$ cat src/rtl/btn_pkg.sv
// Shared types for the pushbutton input conditioner.
// Debounce state encoding and counter-width helper.
package btn_pkg;

  typedef enum logic [1:0] {
    IDLE      = 2'd0,
    ARMING    = 2'd1,
    PRESSED   = 2'd2,
    DISARMING = 2'd3
  } dbs_t;

  function automatic int cnt_w(input int n);
    int w;
    w = $clog2(n + 1);
    return (w < 1) ? 1 : w;
  endfunction

endpackage

$ cat src/rtl/button_debounce.sv
// One button: 2-flop synchroniser, debounce FSM, one-cycle press event.
// Auto-repeat while held when DUAL_BUTTON_CONDITIONER_REPEAT_EN is defined.
module button_debounce
  import btn_pkg::*;
#(
  parameter int DEBOUNCE_CYCLES = 1000000,
  parameter int REPEAT_CYCLES   = 25000000
) (
  input  logic clk,
  input  logic reset,
  input  logic raw,
  output logic press_evt
);

  localparam int CW = cnt_w(DEBOUNCE_CYCLES);
  localparam logic [CW-1:0] LAST = CW'(DEBOUNCE_CYCLES - 1);
  localparam logic [CW-1:0] ONE  = CW'(1);

  logic s1, s2;
  dbs_t state, state_n;
  logic [CW-1:0] cnt, cnt_n;

`ifdef DUAL_BUTTON_CONDITIONER_REPEAT_EN
  localparam int RW = cnt_w(REPEAT_CYCLES);
  localparam logic [RW-1:0] RLAST = RW'(REPEAT_CYCLES - 1);
  logic [RW-1:0] rcnt, rcnt_n;

  always_ff @(posedge clk) begin
    if (reset) rcnt <= '0;
    else       rcnt <= rcnt_n;
  end
`endif

  always_ff @(posedge clk) begin
    if (reset) begin
      s1    <= 1'b0;
      s2    <= 1'b0;
      state <= IDLE;
      cnt   <= '0;
    end else begin
      s1    <= raw;
      s2    <= s1;
      state <= state_n;
      cnt   <= cnt_n;
    end
  end

  always_comb begin
    state_n   = state;
    cnt_n     = cnt;
    press_evt = 1'b0;
`ifdef DUAL_BUTTON_CONDITIONER_REPEAT_EN
    rcnt_n    = '0;
`endif
    unique case (state)
      IDLE: begin
        if (s2) begin
          if (DEBOUNCE_CYCLES == 1) begin
            state_n   = PRESSED;
            cnt_n     = '0;
            press_evt = 1'b1;
          end else begin
            state_n = ARMING;
            cnt_n   = ONE;
          end
        end
      end
      ARMING: begin
        if (!s2) begin
          state_n = IDLE;
          cnt_n   = '0;
        end else if (cnt == LAST) begin
          state_n   = PRESSED;
          cnt_n     = '0;
          press_evt = 1'b1;
        end else begin
          cnt_n = cnt + ONE;
        end
      end
      PRESSED: begin
        if (!s2) begin
          if (DEBOUNCE_CYCLES == 1) begin
            state_n = IDLE;
            cnt_n   = '0;
          end else begin
            state_n = DISARMING;
            cnt_n   = ONE;
          end
        end
`ifdef DUAL_BUTTON_CONDITIONER_REPEAT_EN
        // period counts from the edge that entered PRESSED
        else if (rcnt == RLAST) begin
          press_evt = 1'b1;
          rcnt_n    = '0;
        end else begin
          rcnt_n = rcnt + RW'(1);
        end
`endif
      end
      DISARMING: begin
        if (s2) begin
          state_n = PRESSED;
          cnt_n   = '0;
        end else if (cnt == LAST) begin
          state_n = IDLE;
          cnt_n   = '0;
        end else begin
          cnt_n = cnt + ONE;
        end
      end
      default: begin
        state_n = IDLE;
        cnt_n   = '0;
      end
    endcase
  end

endmodule

$ cat src/rtl/dual_button_conditioner.sv
// Two debounced buttons into mutually exclusive one-cycle P1/P2 pulses.
// Optional auto-repeat: define DUAL_BUTTON_CONDITIONER_REPEAT_EN.
module dual_button_conditioner
  import btn_pkg::*;
#(
  parameter int DEBOUNCE_CYCLES = 1000000,
  parameter int REPEAT_CYCLES   = 25000000
) (
  input  logic clk,
  input  logic reset,
  input  logic btn1_raw,
  input  logic btn2_raw,
  output logic P1,
  output logic P2
);

  logic evt1, evt2, pend2;

  button_debounce #(
    .DEBOUNCE_CYCLES(DEBOUNCE_CYCLES),
    .REPEAT_CYCLES  (REPEAT_CYCLES)
  ) u_b1 (
    .clk      (clk),
    .reset    (reset),
    .raw      (btn1_raw),
    .press_evt(evt1)
  );

  button_debounce #(
    .DEBOUNCE_CYCLES(DEBOUNCE_CYCLES),
    .REPEAT_CYCLES  (REPEAT_CYCLES)
  ) u_b2 (
    .clk      (clk),
    .reset    (reset),
    .raw      (btn2_raw),
    .press_evt(evt2)
  );

  // P1 wins a collision; button 2 is held one cycle in pend2.
  // A button's events are >= 2 cycles apart, so pend2 always drains.
  always_ff @(posedge clk) begin
    if (reset) begin
      P1    <= 1'b0;
      P2    <= 1'b0;
      pend2 <= 1'b0;
    end else if (evt1) begin
      P1    <= 1'b1;
      P2    <= 1'b0;
      pend2 <= pend2 | evt2;
    end else begin
      P1    <= 1'b0;
      P2    <= pend2 | evt2;
      pend2 <= pend2 & evt2;
    end
  end

endmodule

$ cat config.mk
export PLATFORM = sky130hd
export DESIGN_NAME = dual_button_conditioner
export DESIGN_NICKNAME = d
export VERILOG_FILES = /design/src/rtl/btn_pkg.sv /design/src/rtl/button_debounce.sv /design/src/rtl/dual_button_conditioner.sv
export SDC_FILE = /design/constraint.sdc
export NUM_CORES = 1
export LEC_CHECK = 0
export CORE_ASPECT_RATIO = 1.5
export CORE_MARGIN = 5
export CORE_UTILIZATION = 55
export DETAILED_ROUTE_END_ITERATION = 7
export GPL_TIMING_DRIVEN = 0
export PLACE_DENSITY = 0.86
export SYNTH_ARGS = -nofsm -noshare
export SYNTH_HDL_FRONTEND = slang
export SYNTH_SLANG_ARGS = --single-unit
$ cat constraint.sdc
create_clock -name clk -period 1.69 [get_ports clk]
set_input_delay 0.338 -clock clk [delete_from_list [all_inputs] [get_ports clk]]
set_output_delay 0.338 -clock clk [all_outputs]
set_load 0.005 [all_outputs]
==> results.py <==
metrics = {
    "run_status": {
        "outcome": "finished with violations",
        "failed_checks": "negative setup slack",
    },
    "timing": {
        "setup_viol": 24,
        "worst_slack_ps": -268,
        "rsz_0062_raised_after_global_routing": "yes",
        "final-max-slew-violation-count": 0,
        "finalHoldViolCount": 0,
        "final_critical_path_share_of_the_clock_period_pct": 116,
        "slew_headroom_pct": 43.0,
        "worstMarginPinSlew_ps": 852,
        "fmaxAchievable_mhz": 511,
        "finalWorstPathRequiredPeriod_ps": 1960,
        "finClkSkew_ps": 10.1,
    },
    "clocking": {
        "clk_path_buf_depth": 2,
        "cts-buffers-inserted": 5,
        "clk_root_buffer_cell": "sky130_fd_sc_hd__clkbuf_8",
        "cts_tree": "done",
        "clk_transition_reported_paths_ps": 90,
        "clk-insertion-delay-late_ps": 310,
        "cts_hold_buf": 0,
        "h_tree_depth": 2,
        "numClockSinks": 51,
    },
    "detailed_routing": {
        "routed_wl_mm": 7.36,
        "detailroute.via_count": 2466,
        "drc": 0,
        "detail_route.vias_per_cell": 6.46,
        "ant_nets": 0,
        "wire_per_inst_um": 19.3,
        "initial_detailed_routing_violation_count": 195,
        "dr.pass1.iters": 4,
    },
    "yosys": {
        "number_of_synthesized_flops_with_an_enable_pin": 0,
        "syn_area_per_cell_sq_um": 8.50,
        "sequential_to_total_area_share_from_yosys_stat_pct": 40.0,
        "dominantRegCellSynth": "sky130_fd_sc_hd__dfxtp_1",
        "synth_cell_type_count": 57,
        "synthesis.area_sq_um": 2550,
        "synth.ff_latch_count": 51,
        "ys_warn_count": 0,
        "synth-async-reset-ratio_pct": 0,
        "mappedNetlistNets": 306,
        "mapped_cells": 300,
    },
    "worst_setup_path": {
        "critPathMaxFanout": 5,
        "path_cells": "xor2_2 > nand2_1 > a211oi_4 > buf_2 > o21ai_0 > a31oi_1",
        "setup.worst_path.class": "flop to flop",
        "arrival_ps": 2190,
        "timing.critical_path.max_delay_family": "compound AO/OA/AOI/OAI gates",
        "timing.critical_path.required_ps": 1920,
        "timing.critical_path.slowest_stage_cell": "sky130_fd_sc_hd__dfxtp_1",
        "worstSetupEndpointType": "flop",
        "crit_path_max_incr_delay_ps": 420,
        "crit_path_start_kind": "flop",
        "timing.critical_path.buf_inv": 1,
    },
    "die": {
        "floorplan.core_area_sq_um": 4500,
        "core.rowCount": 30,
        "die_h_um": 93.4,
        "die-area_sq_um": 6130,
        "io_pins": 6,
        "floorplan.die.width_um": 65.6,
        "floorplan.initialDensity_pct": 56.6,
    },
    "global_route": {
        "vias_in_the_first_global_route": 2410,
        "grt_pass1_wl_mm": 10.7,
        "grt_usage_pct": 22.3,
        "antenna_found_initial": 0,
        "globalRouteOverflowTotal": 0,
        "grt_start_max_net_pins": 16,
    },
    "power": {
        "power.leakage_nw": 1.14,
        "power_density_nw_per_um2": 680,
        "vdd.ir_drop.worst_v": 0.000464,
        "total_power_w": 0.00222,
    },
    "finish": {
        "antenna-diode-count": 0,
        "layout_cells_sized_above_1_pct": 32.9,
        "area_delta_synth_final_pct": 27.8,
        "final_cell_count_no_fill": 382,
        "nNetsFinal": 339,
    },
    "placement": {
        "io_buffers": 5,
        "final_estimated_routing_congestion_in_global_placement": 0.846,
        "dp_slack_ps": -337,
        "place.detailed.instances": 353,
        "place_hpwl_mm": 4.01,
    },
    "flow_run": {
        "max_cap_violations": 0,
    },
    "worst_hold_path": {
        "hold_path_class": "flop to flop",
    },
}
-- through the flow --
step                      TNS, ps  instance area (sq um)  utilization [%]  hold slack, ps
after floorplan             -49.6                   2560                -             414
after global placement     -12050                   2670             59.2             419
after detailed placement   -12600                   2670             59.2             427
after CTS                   -3780                   3050             67.7             448
after global routing        -4940                   3260             72.4             465
final                       -2880                   3260             72.4             452
-- cell families (layout without fill, tap and decap cells) --
logic type / count (synthesis) / after routing / synth area share (%)
and+or+nand+nor: 148 / 148 / 32.2
AOI/OAI and AO/OA: 59 / 59 / 15.5
DFF: 51 / 51 / 40.0
xor gates and xnor gates: 20 / 20 / 7.16
buffers and inverters: 18 / 52 / 3.33
adders and majority gates: 2 / 2 / 0.981
muxes: 2 / 2 / 0.785
-- synthesized netlist by cell type (2+ instances only) --
| cell type | n | area, sq um |
|---|---|---|
| sky130_fd_sc_hd__dfxtp_1 | 51 | 1020 |
| sky130_fd_sc_hd__buf_2 | 2 | 10.0 |
| sky130_fd_sc_hd__a31oi_1 | 13 | 81.3 |
| sky130_fd_sc_hd__xor2_1 | 8 | 70.1 |
| sky130_fd_sc_hd__clkbuf_1 | 4 | 15.0 |
| sky130_fd_sc_hd__or3_1 | 4 | 25.0 |
| sky130_fd_sc_hd__nand2b_1 | 3 | 18.8 |
| sky130_fd_sc_hd__or2_2 | 3 | 18.8 |
| sky130_fd_sc_hd__inv_1 | 9 | 33.8 |
| sky130_fd_sc_hd__o21ai_1 | 9 | 45.0 |
| sky130_fd_sc_hd__a21oi_1 | 13 | 65.1 |
| sky130_fd_sc_hd__o21bai_1 | 2 | 15.0 |
| sky130_fd_sc_hd__buf_4 | 2 | 15.0 |
| sky130_fd_sc_hd__nor3_1 | 14 | 70.1 |
| sky130_fd_sc_hd__nand3b_1 | 3 | 22.5 |
| sky130_fd_sc_hd__mux2i_1 | 2 | 20.0 |
| sky130_fd_sc_hd__a21o_1 | 2 | 15.0 |
| sky130_fd_sc_hd__ha_1 | 2 | 25.0 |
| sky130_fd_sc_hd__nor2_1 | 31 | 116 |
| sky130_fd_sc_hd__nor4_1 | 2 | 12.5 |
| sky130_fd_sc_hd__nor2b_1 | 6 | 37.5 |
| sky130_fd_sc_hd__xnor2_1 | 11 | 96.3 |
| sky130_fd_sc_hd__nand3_1 | 20 | 100 |
| sky130_fd_sc_hd__nand4_1 | 7 | 43.8 |
| sky130_fd_sc_hd__nor3_2 | 2 | 20.0 |
| sky130_fd_sc_hd__and3_1 | 7 | 43.8 |
| sky130_fd_sc_hd__and4_1 | 4 | 35.0 |
| sky130_fd_sc_hd__nand2_1 | 27 | 101 |
| sky130_fd_sc_hd__or4_1 | 2 | 15.0 |
| sky130_fd_sc_hd__o21ai_0 | 6 | 30.0 |
| sky130_fd_sc_hd__nor4b_1 | 3 | 26.3 |
-- sequential cells by signal, summed over array words and instances (netlist names), named ones only --
signal	count
pend2	1
u_b2.s1	1
u_b1.state	1
u_b2.s2	1
u_b1.cnt	20
P1	1
u_b1.s1	1
P2	1
u_b2.cnt	20
u_b2.state	1
u_b1.s2	1
-- worst paths after layout --
path | slack (ps) | cells after the start | to | start
worst min register to register | 450 | 1 | u_b1.s2 | u_b1.s1
worst max-delay path | -270 | 6 | u_b2.cnt[18] | flop
worst min-delay path | 450 | 1 | u_b1.s2 | u_b1.s1
worst max register to register | -270 | 6 | u_b2.cnt[18] | flop
-- cells in the final DEF (no fill, tap or decap), drive strengths merged, types with 3 or more instances in the layout --
| master | Yosys | routed |
|---|---|---|
| buf | 5 | 25 |
| dfxtp | 51 | 51 |
| xor2 | 9 | 9 |
| nand3b | 3 | 3 |
| nor4b | 4 | 4 |
| or4 | 3 | 3 |
| nand2 | 28 | 28 |
| a31oi | 13 | 13 |
| nand2b | 3 | 3 |
| xnor2 | 11 | 11 |
| nand4 | 7 | 7 |
| nor4 | 4 | 4 |
| and4 | 4 | 4 |
| a21oi | 13 | 13 |
| clkdlybuf4s50 | 0 | 5 |
| or3 | 4 | 4 |
| or2 | 3 | 3 |
| clkbuf | 4 | 11 |
| nor3 | 16 | 16 |
| nand3 | 21 | 21 |
| o21ai | 15 | 15 |
| and3 | 7 | 7 |
| nor2b | 6 | 6 |
| inv | 9 | 9 |
| nor2 | 31 | 31 |
-- final cells by class --
| class | instances | area, sq um |
|---|---|---|
| Sequential cell | 51 | 1050 |
| Fill cell | 299 | 1240 |
| Inverter | 9 | 33.8 |
| Clock inverter | 2 | 35.0 |
| Tap cell | 48 | 60.1 |
| Timing Repair Buffer | 26 | 220 |
| Multi-Input combinational cell | 231 | 1720 |
| Clock buffer | 6 | 82.6 |
| Buffer | 9 | 63.8 |
-- power by group --
| part | switching, W | total, W | leakage, nW | internal [W] |
|---|---|---|---|---|
| Combinational | 0.0000742 | 0.000114 | 0.659 | 0.0000403 |
| Clock | 0.000407 | 0.000886 | 0.0612 | 0.000479 |
| Sequential | 0.00000831 | 0.00121 | 0.421 | 0.00121 |
| Total | 0.000489 | 0.00222 | 1.14 | 0.00173 |
-- per-layer routing --
layer,track usage [%],part of all wire (%)
met1,23.2,35
met2,39.9,55
met3,3.97,4.2
met4,14.9,5.2
met5,0,0
-- timing repair --
action,CTS,global route
resized for setup,35,54
setup buffers,17,3
cloned,3,0
endpoints found under the setup margin,42,42
pin swaps,19,24
Power figures use the tool's default switching activity.
